--- config.mk ---
export PLATFORM = sky130hd
export DESIGN_NAME = regfile_mp
export DESIGN_NICKNAME = d
export VERILOG_FILES = /design/src/rtl/mips32_rf_pkg.sv /design/src/rtl/regfile_clear_seq.sv /design/src/rtl/regfile_mp.sv
export SDC_FILE = /design/constraint.sdc
export NUM_CORES = 1
export LEC_CHECK = 0
export CORE_MARGIN = 5
export CORE_UTILIZATION = 40
export CTS_CLUSTER_SIZE = 25
export DETAILED_ROUTE_END_ITERATION = 10
export PLACE_DENSITY = 0.58
export SLEW_MARGIN = 25
export SYNTH_ARGS = -nofsm -noshare
export SYNTH_HDL_FRONTEND = slang
export SYNTH_SLANG_ARGS = --single-unit
--- constraint.sdc ---
create_clock -name clk -period 5.1 [get_ports clk]
set_input_delay 0.765 -clock clk [delete_from_list [all_inputs] [get_ports clk]]
set_output_delay 0.765 -clock clk [all_outputs]
set_load 0.02 [all_outputs]
--- src/rtl/mips32_rf_pkg.sv ---
// rtl/mips32_rf_pkg.sv - shared types, defaults and packed-port helper for the register file
package mips32_rf_pkg;

    localparam int DATA_W_DEF = 32;
    localparam int DEPTH_DEF  = 32;

    typedef enum logic {
        RF_CLEAR = 1'b0,
        RF_RUN   = 1'b1
    } rf_state_t;

    // Low bit index of port k inside a packed bus of w-bit ports.
    function automatic int unsigned slice_lo(input int unsigned k, input int unsigned w);
        return k * w;
    endfunction

endpackage

--- src/rtl/regfile_clear_seq.sv ---
// rtl/regfile_clear_seq.sv - post-reset clear sequencer: walks every index once, then signals ready
module regfile_clear_seq
    import mips32_rf_pkg::*;
#(
    parameter int DEPTH = DEPTH_DEF,
    parameter int AW    = $clog2(DEPTH)
) (
    input  logic          clk,
    input  logic          reset,
    output logic          o_ready,
    output logic          o_clr_we,
    output logic [AW-1:0] o_clr_addr
);

    rf_state_t     state_q, state_d;
    logic [AW-1:0] clr_idx_q, clr_idx_d;

    always_ff @(posedge clk) begin
        if (reset) begin
            state_q   <= RF_CLEAR;
            clr_idx_q <= '0;
        end else begin
            state_q   <= state_d;
            clr_idx_q <= clr_idx_d;
        end
    end

    // The edge that clears the last index also moves to RUN, so ready
    // rises DEPTH edges after reset is released.
    always_comb begin
        state_d   = state_q;
        clr_idx_d = clr_idx_q;
        o_clr_we  = 1'b0;
        o_ready   = 1'b0;
        case (state_q)
            RF_CLEAR: begin
                o_clr_we = !reset;
                if (clr_idx_q == AW'(DEPTH - 1)) begin
                    state_d = RF_RUN;
                end else begin
                    clr_idx_d = clr_idx_q + 1'b1;
                end
            end
            RF_RUN: begin
                o_ready = !reset;
            end
            default: begin
                state_d = RF_CLEAR;
            end
        endcase
    end

    assign o_clr_addr = clr_idx_q;

endmodule

--- src/rtl/regfile_mp.sv ---
// rtl/regfile_mp.sv - multi-read-port register file with clear sequencer and pending-write scoreboard
// Optional write-through bypass enabled by defining REGFILE_BYPASS_EN.
module regfile_mp
    import mips32_rf_pkg::*;
#(
    parameter int DATA_W = DATA_W_DEF,
    parameter int DEPTH  = DEPTH_DEF,
    parameter int AW     = $clog2(DEPTH),
    parameter int NRD    = 2
) (
    input  logic                  clk,
    input  logic                  reset,
    input  logic                  i_we,
    input  logic [AW-1:0]         i_waddr,
    input  logic [DATA_W-1:0]     i_wdata,
    input  logic [NRD*AW-1:0]     i_raddr,
    output logic [NRD*DATA_W-1:0] o_rdata,
    input  logic                  i_issue,
    input  logic [AW-1:0]         i_issue_addr,
    output logic [NRD-1:0]        o_busy,
    output logic                  o_ready
);

    logic [DATA_W-1:0] mem_q [DEPTH];
    logic [DEPTH-1:0]  busy_q, busy_d;
    logic              run;
    logic              clr_we;
    logic [AW-1:0]     clr_addr;
    logic              wr_en;
    logic              iss_en;

    regfile_clear_seq #(
        .DEPTH (DEPTH),
        .AW    (AW)
    ) u_clear_seq (
        .clk        (clk),
        .reset      (reset),
        .o_ready    (run),
        .o_clr_we   (clr_we),
        .o_clr_addr (clr_addr)
    );

    assign o_ready = run;
    assign wr_en   = run && i_we && (i_waddr != '0);
    assign iss_en  = run && i_issue && (i_issue_addr != '0);

    always_ff @(posedge clk) begin
        if (clr_we) begin
            mem_q[clr_addr] <= '0;
        end else if (wr_en) begin
            mem_q[i_waddr] <= i_wdata;
        end
    end

    // Issue is applied after the write so a same-cycle issue to the
    // written register keeps it busy: the newer producer wins.
    always_comb begin
        busy_d = busy_q;
        if (wr_en) begin
            busy_d[i_waddr] = 1'b0;
        end
        if (iss_en) begin
            busy_d[i_issue_addr] = 1'b1;
        end
    end

    always_ff @(posedge clk) begin
        if (reset) begin
            busy_q <= '0;
        end else begin
            busy_q <= busy_d;
        end
    end

    for (genvar k = 0; k < NRD; k++) begin : g_rd
        logic [AW-1:0] ra;
        logic          ra_live;

        assign ra      = i_raddr[slice_lo(k, AW) +: AW];
        assign ra_live = run && (ra != '0);

`ifdef REGFILE_BYPASS_EN
        logic wr_hit;
        logic iss_hit;

        assign wr_hit  = wr_en && (i_waddr == ra);
        assign iss_hit = iss_en && (i_issue_addr == ra);

        assign o_rdata[slice_lo(k, DATA_W) +: DATA_W] =
            !ra_live ? '0 : (wr_hit ? i_wdata : mem_q[ra]);
        assign o_busy[k] = ra_live && busy_q[ra] && !(wr_hit && !iss_hit);
`else
        assign o_rdata[slice_lo(k, DATA_W) +: DATA_W] = ra_live ? mem_q[ra] : '0;
        assign o_busy[k] = ra_live && busy_q[ra];
`endif
    end

endmodule

Word level (Yosys, flattened, before mapping)
Memories as Yosys holds them, arrays and structs flattened.
Index checks and enable logic that the tools add are counted.
Operators by class
  reduce and logical (&&, ||, !) cells: 17
  $add $sub $neg: 1
  eq/ne operators: 1
  bitwise logic cells: 5
  order comparisons: 6
  multiplexer cells: 24
Operators by type and width (count)
  two-way mux 32 bit: 5
  AND 32 bit: 1
  NOT 32 bit: 1
  OR 32 bit: 1
  OR reduction 32 bit: 1
  < comparator 5 x 6 -> 1 bit, second input constant: 4
  nonzero test 5 bit: 4
  two-way mux 1 bit: 14
  binary-select mux 1 bit (select 5 bit): 2
  demux 1 bit (select 5 bit): 2
  >= comparator 5 x 1 -> 1 bit, second input constant: 2
  logical AND 1 bit: 10
  adder 5 x 1 -> 5 bit, second input constant: 1
  == test 5 bit, second input constant: 1
  two-way mux 5 bit: 1
  NOT 1 bit: 2
  AND reduction 2 bit: 1
  zero test 1 bit: 1
Storage, ports and cells
  memories: 1
  bits in registers: 38
  output and inout bits: 67
  RAM bits: 1024
  bits of input ports: 56
Memory list
  mem_q: words 32, width 32, rd ports 2, clocked after Yosys merged registers in 0, write ports 1, RTL line regfile_mp.sv:24  | logic [DATA_W-1:0] mem_q [DEPTH];

Logic depth before layout (Yosys ltp)
  depth in word-level cells: 9
  gate-level depth with buffers: 9
  depth with buffers taken out: 7

By module
Synthesis repeated with hierarchy kept, for this count alone.
Second synthesis, totals
  cells, all modules: 3062
  area, all modules: 49856.6 um^2
Modules (own cells, without submodules)
  regfile_mp: sequential area each 31390.1 um^2, times used 1, area each 49588.8 um^2, cells each 3033
  regfile_clear_seq: sequential area each 120.1 um^2, times used 1, area each 267.8 um^2, cells each 29

Worst setup path after synthesis
OpenSTA, ideal clock, no wires.
  path kind: input-to-reg
  start point: input port reset
  end point: memory mem_q[10][0] (netlist name) (enable)
  path buffers: 2
  arrival: 3.966 ns
  stages on the path: 6
  slack: 0.673 ns
  cell sequence: buf_4 > and3b_1 > a21boi_4 > buf_4 > o41a_1 > nor3_1
On the way
  longest elaborated chain between the ends: 9
  elaborated cells on any way between the ends: 13
  those cells by class: 9 x mux; 4 x reduce/logical
Ends and longest elaborated chain
  start, declared: RTL line regfile_mp.sv:12  | input logic reset,
  zero test 1 bit *: RTL line regfile_clear_seq.sv:37, regfile_clear_seq.sv:45
  two-way mux 1 bit: RTL line regfile_clear_seq.sv:35  | case (state_q)
  logical AND 1 bit (2 in series): RTL line regfile_mp.sv:44  | assign wr_en = run && i_we && (i_waddr != '0);
  two-way mux 1 bit: RTL line regfile_mp.sv:50  | end else if (wr_en) begin
  two-way mux 1 bit: RTL line regfile_mp.sv:48  | if (clr_we) begin
  two-way mux 1 bit (not written as such): RTL line regfile_mp.sv:51  | mem_q[i_waddr] <= i_wdata;
  OR reduction 32 bit (no source line)
  two-way mux 5 bit (no source line) / two-way mux 1 bit (equally long branches)
  end, declared: RTL line regfile_mp.sv:24
Mark *: on every way between the ends. The rest lies on a longest branch, timed or not.

Worst setup path in the final report
  start point: register u_clear_seq.state_q
  end point: output port o_rdata[51]
On the way
  longest elaborated chain between the ends: 3
Ends and longest elaborated chain
  start, declared: RTL line regfile_clear_seq.sv:15  | rf_state_t state_q, state_d;
  start signal, assigned: RTL line regfile_clear_seq.sv:23  | state_q <= state_d;
  two-way mux 1 bit: RTL line regfile_clear_seq.sv:35
  logical AND 1 bit: RTL line regfile_mp.sv:80  | assign ra_live = run && (ra != '0);
  two-way mux 32 bit: RTL line regfile_mp.sv:93  | assign o_rdata[slice_lo(k, DATA_W) +: DATA_W] = ra_live ? mem_q[ra] : '0;
  end, declared: RTL line regfile_mp.sv:17  | output logic [NRD*DATA_W-1:0] o_rdata,
Every way passes these cells.

==> impl_metrics.env <==
export IMPL_status="complete, no violations"
export IMPL_cts_hold_buf=0
export IMPL_coreArea_um2=126000
export IMPL_yosysSeqAreaShare_pct=61.9
export IMPL_final_common_cell="edfxtp_1"
export IMPL_path_max_fanout=33
export IMPL_drt_wl_total_um=165000
export IMPL_finalWorstSetupSlack_ns=0.675
export IMPL_first_iter_violations=3380
export IMPL_routedWlPerCell_um=31.6
export IMPL_setup_violations=0
export IMPL_rows=130
export IMPL_antenna_found_initial=2
export IMPL_start_kind="register"
export IMPL_path_clk_slew_ns=0.06
export IMPL_drive_above_1_share_pct=16.0
export IMPL_final_core_util_pct=46.6
export IMPL_syn_nets=3380
export IMPL_path_buf_inv=2
export IMPL_routed_via_density=6.21
export IMPL_ctsLongestPathBuffers=3
export IMPL_cp_required_ns=4.34
export IMPL_r2r_cells=6
export IMPL_crit_family="simple AND/OR/NAND/NOR gates"
export IMPL_fp_dieArea_um2=134000
export IMPL_period_minus_slack_ns=4.43
export IMPL_fin_area_um2=58800
export IMPL_clock_skew_ns=0.0163
export IMPL_powerDensity_nw_per_um2=329
export IMPL_cts_root_buffer="clkbuf_16"
export IMPL_grt_total_usage_pct=23.7
export IMPL_synth_warnings=0
export IMPL_syn_area_per_cell_um2=15.3
export IMPL_tightest_slew_ns=1.03
export IMPL_antennaDiodeCount=0
export IMPL_die_h_um=367
export IMPL_fmax_mhz=226
export IMPL_grt_max_degree=85
export IMPL_pre_cts_slack_ns=0.810
export IMPL_r2r_end="mem_q[20][4]"
export IMPL_netlist_top_cells_area="edfxtp_1 60%, mux2i_1 16%, a22oi_1 5.4%, mux4_2 4.0%, mux4_1 2.2%"
export IMPL_ant_nets=0
export IMPL_hold_end="busy_q[12]"
export IMPL_hold_path_depth=2
export IMPL_dpl_hpwl_um=95100
export IMPL_htree_levels=3
export IMPL_drt_pass1_iterations=6
export IMPL_first_global_vias=32600
export IMPL_path_class="register to output port"
export IMPL_relSlewSlack_pct=31.3
export IMPL_ctsResizeCount=0
export IMPL_synth_top_cell_by_area="edfxtp_1"
export IMPL_cts_setup_buffers=0
export IMPL_grt_ovfl_total=0
export IMPL_layout_cells_non_filler=5220
export IMPL_grt_pass1_wl_um=233000
export IMPL_arrival_ns=3.66
export IMPL_place_inst=5005
export IMPL_vdd_ir_drop_max_mv=0.284
export IMPL_area_growth_pct=15.6
export IMPL_slowest_stage="dfxtp_1"
export IMPL_syn_area_um2=50900
export IMPL_final_hold_viol_count=0
export IMPL_max_stage_delay_ns=0.71
export IMPL_cts_tree="yes"
export IMPL_postSynthCellCount=3322
export IMPL_cts_made_buffers=114
export IMPL_rrSetupSlack_ns=1.65
export IMPL_min_period_over_period_pct=86.8
export IMPL_rsz0062_at_grt="false"
export IMPL_finalMaxSlewViolations=0
export IMPL_nets=3529
export IMPL_route_vias_total=32400
export IMPL_synth_distinct_cells=52
export IMPL_io_pins=123
export IMPL_start_util_pct=40.4
export IMPL_io_buffers=122
export IMPL_synth_edf_count=1024
export IMPL_leakagePower_uw=0.0198
export IMPL_min_path_type="register to register"
export IMPL_yosysTopAreaCellShare_pct=60.4
export IMPL_placed_area_um2=54900
export IMPL_post_route_drc_count=0
export IMPL_insertion_delay_ns=0.70
export IMPL_synth_ff_type="edfxtp_1"
export IMPL_ys_async_sr_fraction_pct=0
export IMPL_gp_congestion=0.802
export IMPL_crit_chain="nand2b_1, nor3b_2, buf_12, nand3_1, nand4_1, clkdlybuf4s50_1"
export IMPL_cap_violations=0
export IMPL_final_cell_mix="1024 x edfxtp_1, 792 x mux2i_1, 363 x a22oi_1"
export IMPL_setup_tns_ns=0
export IMPL_r2r_start="u_clear_seq.state_q"
export IMPL_min_from="busy_q[12]"
export IMPL_die_w_um=367
export IMPL_ys_seq_elements=1062
export IMPL_clock_sinks=1062
export IMPL_crit_path_end_kind="output port"
cells by family (layout without fill, tap and decap cells):
family	count (synthesis)	in the layout	synth area share [%]
flip-flops	1062	1062	61.9
multiplexers	990	990	23.2
AND/OR/NAND/NOR	530	530	5.26
AO/OA/AOI/OAI	472	472	6.63
buffers and inverters	263	511	2.87
XOR/XNOR	3	3	0.0517
adder cells (fa/ha/maj)	2	2	0.0492
how the worst max path moves through the flow:
| stage | start | end | slack (ns) | cells after the start |
|---|---|---|---|---|
| floorplan | reset | mem_q[10][0] | 0.67 | 6 |
| global placement | i_raddr[1] | o_rdata[22] | 0.78 | 7 |
| detailed placement | i_raddr[1] | o_rdata[21] | 0.81 | 7 |
| CTS | u_clear_seq.state_q | o_rdata[51] | 0.68 | 6 |
| global route | u_clear_seq.state_q | o_rdata[51] | 0.56 | 6 |
| finish | u_clear_seq.state_q | o_rdata[51] | 0.67 | 6 |
cell type report:
class | instances | area, µm²
Fill cell | 10800 | 67300
Sequential cell | 1062 | 31500
Multi-Input combinational cell | 1997 | 18200
Timing Repair Buffer | 287 | 3090
Clock buffer | 128 | 2950
Tap cell | 1650 | 2060
Clock inverter | 87 | 932
Inverter | 9 | 33.8
state kept, by name, summed over array words and instances (netlist names):
signal,count
busy_q,32
mem_q,1024
u_clear_seq.o_clr_addr,5
u_clear_seq.state_q,1
Yosys cell counts (3+ instances only):
| library cell | n |
|---|---|
| nor3b_1 | 3 |
| o41a_1 | 4 |
| nor3_1 | 18 |
| nand2_1 | 137 |
| mux4_2 | 90 |
| buf_1 | 3 |
| a21oi_1 | 55 |
| inv_1 | 8 |
| nand2b_1 | 6 |
| buf_2 | 100 |
| nand3_1 | 202 |
| o31a_1 | 4 |
| buf_4 | 57 |
| dfxtp_1 | 38 |
| mux2i_1 | 792 |
| nand4_1 | 67 |
| mux4_1 | 42 |
| edfxtp_1 | 1024 |
| a22oi_1 | 363 |
| nor2_1 | 33 |
| o21ai_0 | 30 |
| and3_1 | 3 |
| o32ai_1 | 6 |
| mux2_2 | 66 |
| buf_6 | 17 |
| nor2b_1 | 9 |
| xnor2_1 | 3 |
| and2_1 | 35 |
| clkbuf_1 | 75 |
| o211ai_1 | 6 |
metrics by stage:
step / total power (µW) / hold WS, ns
2_1_floorplan: 10500 / 0.451
6_report: 19300 / 0.494
3_5_place_dp: 10900 / 0.485
3_3_place_gp: 10900 / 0.475
5_1_grt: 19900 / 0.510
4_1_cts: 19400 / 0.493
layer usage:
metal	GRT usage, %	part of all wire, %	routed length [µm]	up-vias
li1	-	-	-	13800
met1	33.0	43	70500	16900
met2	38.5	47	77400	1415
met3	3.73	7.1	11800	296
met4	7.03	3.1	5040	0
met5	0	0	0	-
tightest hold or removal path: stages (launching register included):
cell and delay (ns):
dfxtp_1 0.32, nand2_1 0.06, o32ai_1 0.07
power by group:
| group | total [µW] | switching [µW] | internal (µW) |
|---|---|---|---|
| logic | 1190 | 696 | 495 |
| clock network | 8630 | 3530 | 5100 |
| registers | 9500 | 23.8 | 9480 |
| total | 19300 | 4250 | 15100 |
(Power assumes the default switching activity.)
